===== src/rtl/hbuf_rdout_streamer_if.sv =====
// DPRAM-side handshake/read port and 16-bit output stream of the readout streamer.
// master = the streamer, slave = the reader/DPRAM/consumer side.
interface hbuf_rdout_streamer_if #(
  parameter int P_RD_ADDR_WIDTH = 9,
  parameter int P_LEN_WIDTH     = 16
);
  logic                       dpram_run;
  logic [P_LEN_WIDTH-1:0]     dpram_len;
  logic                       dpram_busy;
  logic [P_RD_ADDR_WIDTH-1:0] rd_addr;
  logic [63:0]                rd_data;
  logic [15:0]                out_data;
  logic                       out_valid;
  logic                       out_ready;
  logic                       out_last;

  modport master (
    input  dpram_run, dpram_len, rd_data, out_ready,
    output dpram_busy, rd_addr, out_data, out_valid, out_last
  );

  modport slave (
    output dpram_run, dpram_len, rd_data, out_ready,
    input  dpram_busy, rd_addr, out_data, out_valid, out_last
  );
endinterface


===== src/rtl/hbuf_rdout_streamer.sv =====
// Drains a filled 64-bit DPRAM line by line and serialises each line into
// 16-bit valid/ready words, owning the buffer (dpram_busy) until the last word.
module hbuf_rdout_streamer #(
  parameter int P_RD_ADDR_WIDTH = 9,
  parameter int P_LEN_WIDTH     = 16
) (
  input  logic                         clk,
  input  logic                         rst,
  hbuf_rdout_streamer_if.master        bus,
  output logic                         buf_done,
  output logic                         len_err,
  output logic [31:0]                  n_buffers
);

  localparam logic [2:0] S_IDLE = 3'd0;
  localparam logic [2:0] S_ADDR = 3'd1;
  localparam logic [2:0] S_WAIT = 3'd2;
  localparam logic [2:0] S_EMIT = 3'd3;
  localparam logic [2:0] S_DONE = 3'd4;

  // Four 16-bit words per line over the whole read-port address space.
  localparam logic [31:0] LEN_MAX = 32'd4 << P_RD_ADDR_WIDTH;

  logic [2:0]                 state_reg,  state_next;
  logic [P_LEN_WIDTH-1:0]     words_reg,  words_next;
  logic [1:0]                 idx_reg,    idx_next;
  logic [63:0]                line_reg,   line_next;
  logic                       busy_reg,   busy_next;
  logic [P_RD_ADDR_WIDTH-1:0] addr_reg,   addr_next;
  logic                       done_reg,   done_next;
  logic                       err_reg,    err_next;
  logic [31:0]                count_reg,  count_next;

  logic        len_ok;
  logic        emit;
  logic [15:0] line_words [4];

  assign len_ok = (32'(bus.dpram_len) != 32'd0) && (32'(bus.dpram_len) <= LEN_MAX);
  assign emit   = (state_reg == S_EMIT);

  for (genvar gi = 0; gi < 4; gi++) begin : g_word
    assign line_words[gi] = line_reg[16*gi +: 16];
  end

  always_comb begin
    state_next = state_reg;
    words_next = words_reg;
    idx_next   = idx_reg;
    line_next  = line_reg;
    busy_next  = busy_reg;
    addr_next  = addr_reg;
    done_next  = 1'b0;
    err_next   = 1'b0;
    count_next = count_reg;
    case (state_reg)
      S_IDLE: begin
        if (bus.dpram_run) begin
          if (len_ok) begin
            words_next = bus.dpram_len;
            busy_next  = 1'b1;
            addr_next  = '0;
            state_next = S_ADDR;
          end else begin
            err_next = 1'b1;
          end
        end
      end
      S_ADDR: state_next = S_WAIT;
      S_WAIT: begin
        line_next  = bus.rd_data;
        idx_next   = 2'd0;
        state_next = S_EMIT;
      end
      S_EMIT: begin
        if (bus.out_ready) begin
          words_next = words_reg - P_LEN_WIDTH'(1);
          idx_next   = idx_reg + 2'd1;
          // A partial last line ends on words_left, never on the word index.
          if (words_reg == P_LEN_WIDTH'(1)) begin
            state_next = S_DONE;
          end else if (idx_reg == 2'd3) begin
            addr_next  = addr_reg + P_RD_ADDR_WIDTH'(1);
            state_next = S_ADDR;
          end
        end
      end
      S_DONE: begin
        busy_next  = 1'b0;
        done_next  = 1'b1;
        count_next = count_reg + 32'd1;
        addr_next  = '0;
        state_next = S_IDLE;
      end
      default: state_next = S_IDLE;
    endcase
  end

  always_ff @(posedge clk) begin
    if (!rst) begin
      state_reg <= S_IDLE;
      words_reg <= '0;
      idx_reg   <= 2'd0;
      line_reg  <= 64'd0;
      busy_reg  <= 1'b0;
      addr_reg  <= '0;
      done_reg  <= 1'b0;
      err_reg   <= 1'b0;
      count_reg <= 32'd0;
    end else begin
      state_reg <= state_next;
      words_reg <= words_next;
      idx_reg   <= idx_next;
      line_reg  <= line_next;
      busy_reg  <= busy_next;
      addr_reg  <= addr_next;
      done_reg  <= done_next;
      err_reg   <= err_next;
      count_reg <= count_next;
    end
  end

  assign bus.dpram_busy = busy_reg;
  assign bus.rd_addr    = addr_reg;
  assign bus.out_valid  = emit;
  assign bus.out_data   = emit ? line_words[idx_reg] : 16'd0;
  assign bus.out_last   = emit && (words_reg == P_LEN_WIDTH'(1));
  assign buf_done       = done_reg;
  assign len_err        = err_reg;
  assign n_buffers      = count_reg;

endmodule

===== src/flat_wrapper.sv =====
// flat-port wrapper written by rule: the top's interface ports become plain ports
module hbuf_rdout_streamer_flat 
#(
  parameter int P_RD_ADDR_WIDTH = 9,
  parameter int P_LEN_WIDTH     = 16
)
  (clk, rst, buf_done, len_err, n_buffers, bus_dpram_run, bus_dpram_len, bus_rd_data, bus_out_ready, bus_dpram_busy, bus_rd_addr, bus_out_data, bus_out_valid, bus_out_last);
  hbuf_rdout_streamer_if #(.P_RD_ADDR_WIDTH(P_RD_ADDR_WIDTH), .P_LEN_WIDTH(P_LEN_WIDTH)) bus_i ();
  input  logic clk;
  input  logic rst;
  output logic buf_done;
  output logic len_err;
  output logic [31:0] n_buffers;
  input wire logic [$bits(bus_i.dpram_run)-1:0] bus_dpram_run;
  input wire logic [$bits(bus_i.dpram_len)-1:0] bus_dpram_len;
  input wire logic [$bits(bus_i.rd_data)-1:0] bus_rd_data;
  input wire logic [$bits(bus_i.out_ready)-1:0] bus_out_ready;
  output wire logic [$bits(bus_i.dpram_busy)-1:0] bus_dpram_busy;
  output wire logic [$bits(bus_i.rd_addr)-1:0] bus_rd_addr;
  output wire logic [$bits(bus_i.out_data)-1:0] bus_out_data;
  output wire logic [$bits(bus_i.out_valid)-1:0] bus_out_valid;
  output wire logic [$bits(bus_i.out_last)-1:0] bus_out_last;
  assign bus_i.dpram_run = bus_dpram_run;
  assign bus_i.dpram_len = bus_dpram_len;
  assign bus_i.rd_data = bus_rd_data;
  assign bus_i.out_ready = bus_out_ready;
  assign bus_dpram_busy = bus_i.dpram_busy;
  assign bus_rd_addr = bus_i.rd_addr;
  assign bus_out_data = bus_i.out_data;
  assign bus_out_valid = bus_i.out_valid;
  assign bus_out_last = bus_i.out_last;
  hbuf_rdout_streamer #(.P_RD_ADDR_WIDTH(P_RD_ADDR_WIDTH), .P_LEN_WIDTH(P_LEN_WIDTH)) u_core (.clk(clk), .rst(rst), .bus(bus_i), .buf_done(buf_done), .len_err(len_err), .n_buffers(n_buffers));
endmodule

===== config.mk =====
export PLATFORM = sky130hd
export DESIGN_NAME = hbuf_rdout_streamer_flat
export DESIGN_NICKNAME = d
export VERILOG_FILES = /design/src/rtl/hbuf_rdout_streamer_if.sv /design/src/rtl/hbuf_rdout_streamer.sv /design/src/flat_wrapper.sv
export SDC_FILE = /design/constraint.sdc
export NUM_CORES = 1
export LEC_CHECK = 0
export CAP_MARGIN = 10
export CORE_UTILIZATION = 45
export DETAILED_ROUTE_END_ITERATION = 8
export HOLD_SLACK_MARGIN = 0.02
export PLACE_DENSITY = 0.79
export SLEW_MARGIN = 20
export SYNTH_ARGS = -nofsm -noshare
export SYNTH_HDL_FRONTEND = slang
export SYNTH_SLANG_ARGS = --single-unit

===== constraint.sdc =====
create_clock -name clk -period 2.8 [get_ports clk]
set_clock_uncertainty 0.15 [all_clocks]
set_input_delay 0.84 -clock clk [delete_from_list [all_inputs] [get_ports clk]]
set_output_delay 0.84 -clock clk [all_outputs]
set_load 0.05 [all_outputs]

==> reports/qor.yml <==
gp_congestion: 0.890
min_period_over_period: 1.01
setup.worst_path.start_class: "flop"
cts_htree_levels: 4
fin_crit_ns: 2.83
cp.depth: 4
cp-end-kind: "primary output"
dpl.cell_count: 1033
yosysTopAreaCellShare: 0.430
finalMaxSlewViolations: 0
crit_end: "bus_out_last"
area_growth_pct: 45.7
async_reset_ff_frac: 0
placed_area_mm2: 0.00804
numCtsBuffers: 17
min_path_cells: 2
start_util: 0.468
syn-num-nets: 809
io_pins: 146
cp.arrival_ns: 1.84
die_h_um: 117
setup_viol: 1
status: "complete, but fails checks"
finalHoldViolCount: 0
core.rowCount: 41
fin_area_mm2: 0.00874
core-area_mm2: 0.0128
grt_pass1_vias: 5644
max_freq_ghz: 0.353
tightest_slew_ns: 0.652
slowest_delay_ns: 0.57
num_vias: 5895
dieArea_mm2: 0.0138
cp-startpoint: "u_core.words_reg[7]"
synth_seq_cells: 129
wl_um: 16300
cts_tree: "yes"
rsz0062_at_grt: "true"
synth_common_cells: "nand2_1, dfxtp_1, a21oi_1"
wire_per_inst_um: 15.3
crit_fanout: 2
synth_top_cell_by_area: "dfxtp_1"
vias_per_cell: 5.52
stdcell_count: 1068
first_iter_violations: 557
relSlewSlack: 0.565
worst-setup-path-type: "reg -> out"
grt-ovfl-total: 0
grt_usage: 0.245
cts_sinks: 129
synth_edf_count: 0
cp_data_required_time_ns: 1.81
remaining_drc_errors: 0
power_leakage_nw: 3.11
antennaDiodeCount: 0
critPathSlowestCell: "or4_4"
drive_above_1_share: 0.161
rrSetupSlack_ns: 0.31
syn_inst: 720
firstDrtPassIters: 5
path_delay_family: "simple AND/OR/NAND/NOR gates"
r2r-end: "u_core.words_reg[12]"
cts.reportedPaths.clkPinSlew_ns: 0.05
peakVddDrop_uv: 444
synth_warnings: 0
ff2ff_path_depth: 8
fin_nets: 974
cts_hold_buf: 0
grt_antenna_before_repair: 0
setup_ws_ns: -0.0345
nFillCells: 1049
drv_cap: 0
r2r_start: "u_core.words_reg[0]"
syn_avg_cell_area_um2: 8.33
largest_reg_flops: 64
clock_latency_ns: 0.41
ant_nets: 0
cts_root_buf: "clkbuf_16"
place_hpwl_um: 11200
clk_path_buf_depth: 2
synth_most_common_cell: "nand2_1"
ys.flop_type: "dfxtp_1"
grt_pass1_wl_um: 27000
grt_max_degree: 70
power.density_mw_per_mm2: 710
hp-class: "reg -> reg"
die_w_um: 117
ys_seq_area_frac: 0.430
io_buffers: 145
worstHoldStart: "u_core.line_reg[39]"
netlist_area_mm2: 0.00600
ys_types: 55
path_buf_inv: 1
synth_area_leaders: "dfxtp_1, nand2_1, a21oi_1"
crit_chain: "or4_4 > nor3_4 > and3_4 > buf_12"
fin_setup_tns_ns: -0.0345
violations: "setup timing"
-- through the flow --
| stage | hold slack (ns) | utilization | worst slack, ns | total power [W] |
|---|---|---|---|---|
| floorplan | 0.283 | - | 0.0745 | 0.00331 |
| global placement | 0.290 | 0.627 | -0.350 | 0.00392 |
| detailed placement | 0.296 | 0.627 | -0.406 | 0.00395 |
| CTS | 0.304 | 0.680 | -0.0570 | 0.00620 |
| global route | 0.315 | 0.682 | -0.0820 | 0.00651 |
| finish | 0.302 | 0.682 | -0.0345 | 0.00621 |
-- cell families after synthesis --
logic type | share of synthesized area
AO/OA/AOI/OAI | 0.172
flip-flops | 0.430
buffers and inverters | 0.0396
multiplexers | 0.0634
adder cells (fa/ha/maj) | 0.0104
AND/OR/NAND/NOR | 0.256
XOR/XNOR | 0.0277
-- worst min path at each step --
| stage | end |
|---|---|
| 4_1_cts | u_core.line_reg[54] |
| 3_5_place_dp | u_core.line_reg[54] |
| 2_1_floorplan | u_core.line_reg[32] |
| 5_1_grt | u_core.line_reg[6] |
| 6_report | u_core.line_reg[39] |
| 3_3_place_gp | u_core.line_reg[13] |
-- area by class of cell --
cell class,instances,area (um2),share of cell area
multi-input combinational,532,3230,0.370
sequential,129,2590,0.296
timing repair buffer,195,2080,0.237
clock buffer,26,519,0.0594
tap,172,215,0.0246
clock inverter,4,72.6,0.00830
inverter,10,38.8,0.00444
-- tightest hold or removal path, delay by kind of cell (launching register included) --
family          cells  cell delay, ns
flops               1            0.30
simple gates        1            0.05
compound gates      1            0.05
-- layout by cell type, fill, tap and decap left out, types with 10 or more instances in the layout --
cell	n
nand4_1	10
clkdlybuf4s50_1	127
and2_4	12
buf_4	44
nor2_1	34
nand3_1	25
mux4_2	16
dfxtp_1	126
and3_1	14
nand2_1	147
a21oi_1	103
buf_12	21
or3_1	15
xor2_1	10
clkbuf_16	17
o21ai_0	23
nor3_1	19
-- power by group --
group          switching, W  internal (W)  total, W
Clock              0.000748       0.00144   0.00219
Sequential         0.000148       0.00206   0.00221
Combinational       0.00104      0.000774   0.00181
Total               0.00193       0.00428   0.00621
-- per-layer routing --
layer / wire [um] / global-route usage / up-vias
li1: - / - / 2907
met1: 6890 / 0.300 / 2752
met2: 8010 / 0.402 / 216
met3: 1190 / 0.0828 / 20
met4: 228 / 0.0841 / 0
met5: 0 / 0 / -
-- repair_timing --
action / CTS / global route
setup buffers: 4 / 0
resized for setup: 18 / 9
gates cloned: 1 / 0
setup endpoints to repair: 18 / 35
pin swaps: 4 / 0
hold endpoints to repair: 0 / 0
Power figures use the tool's default switching activity.
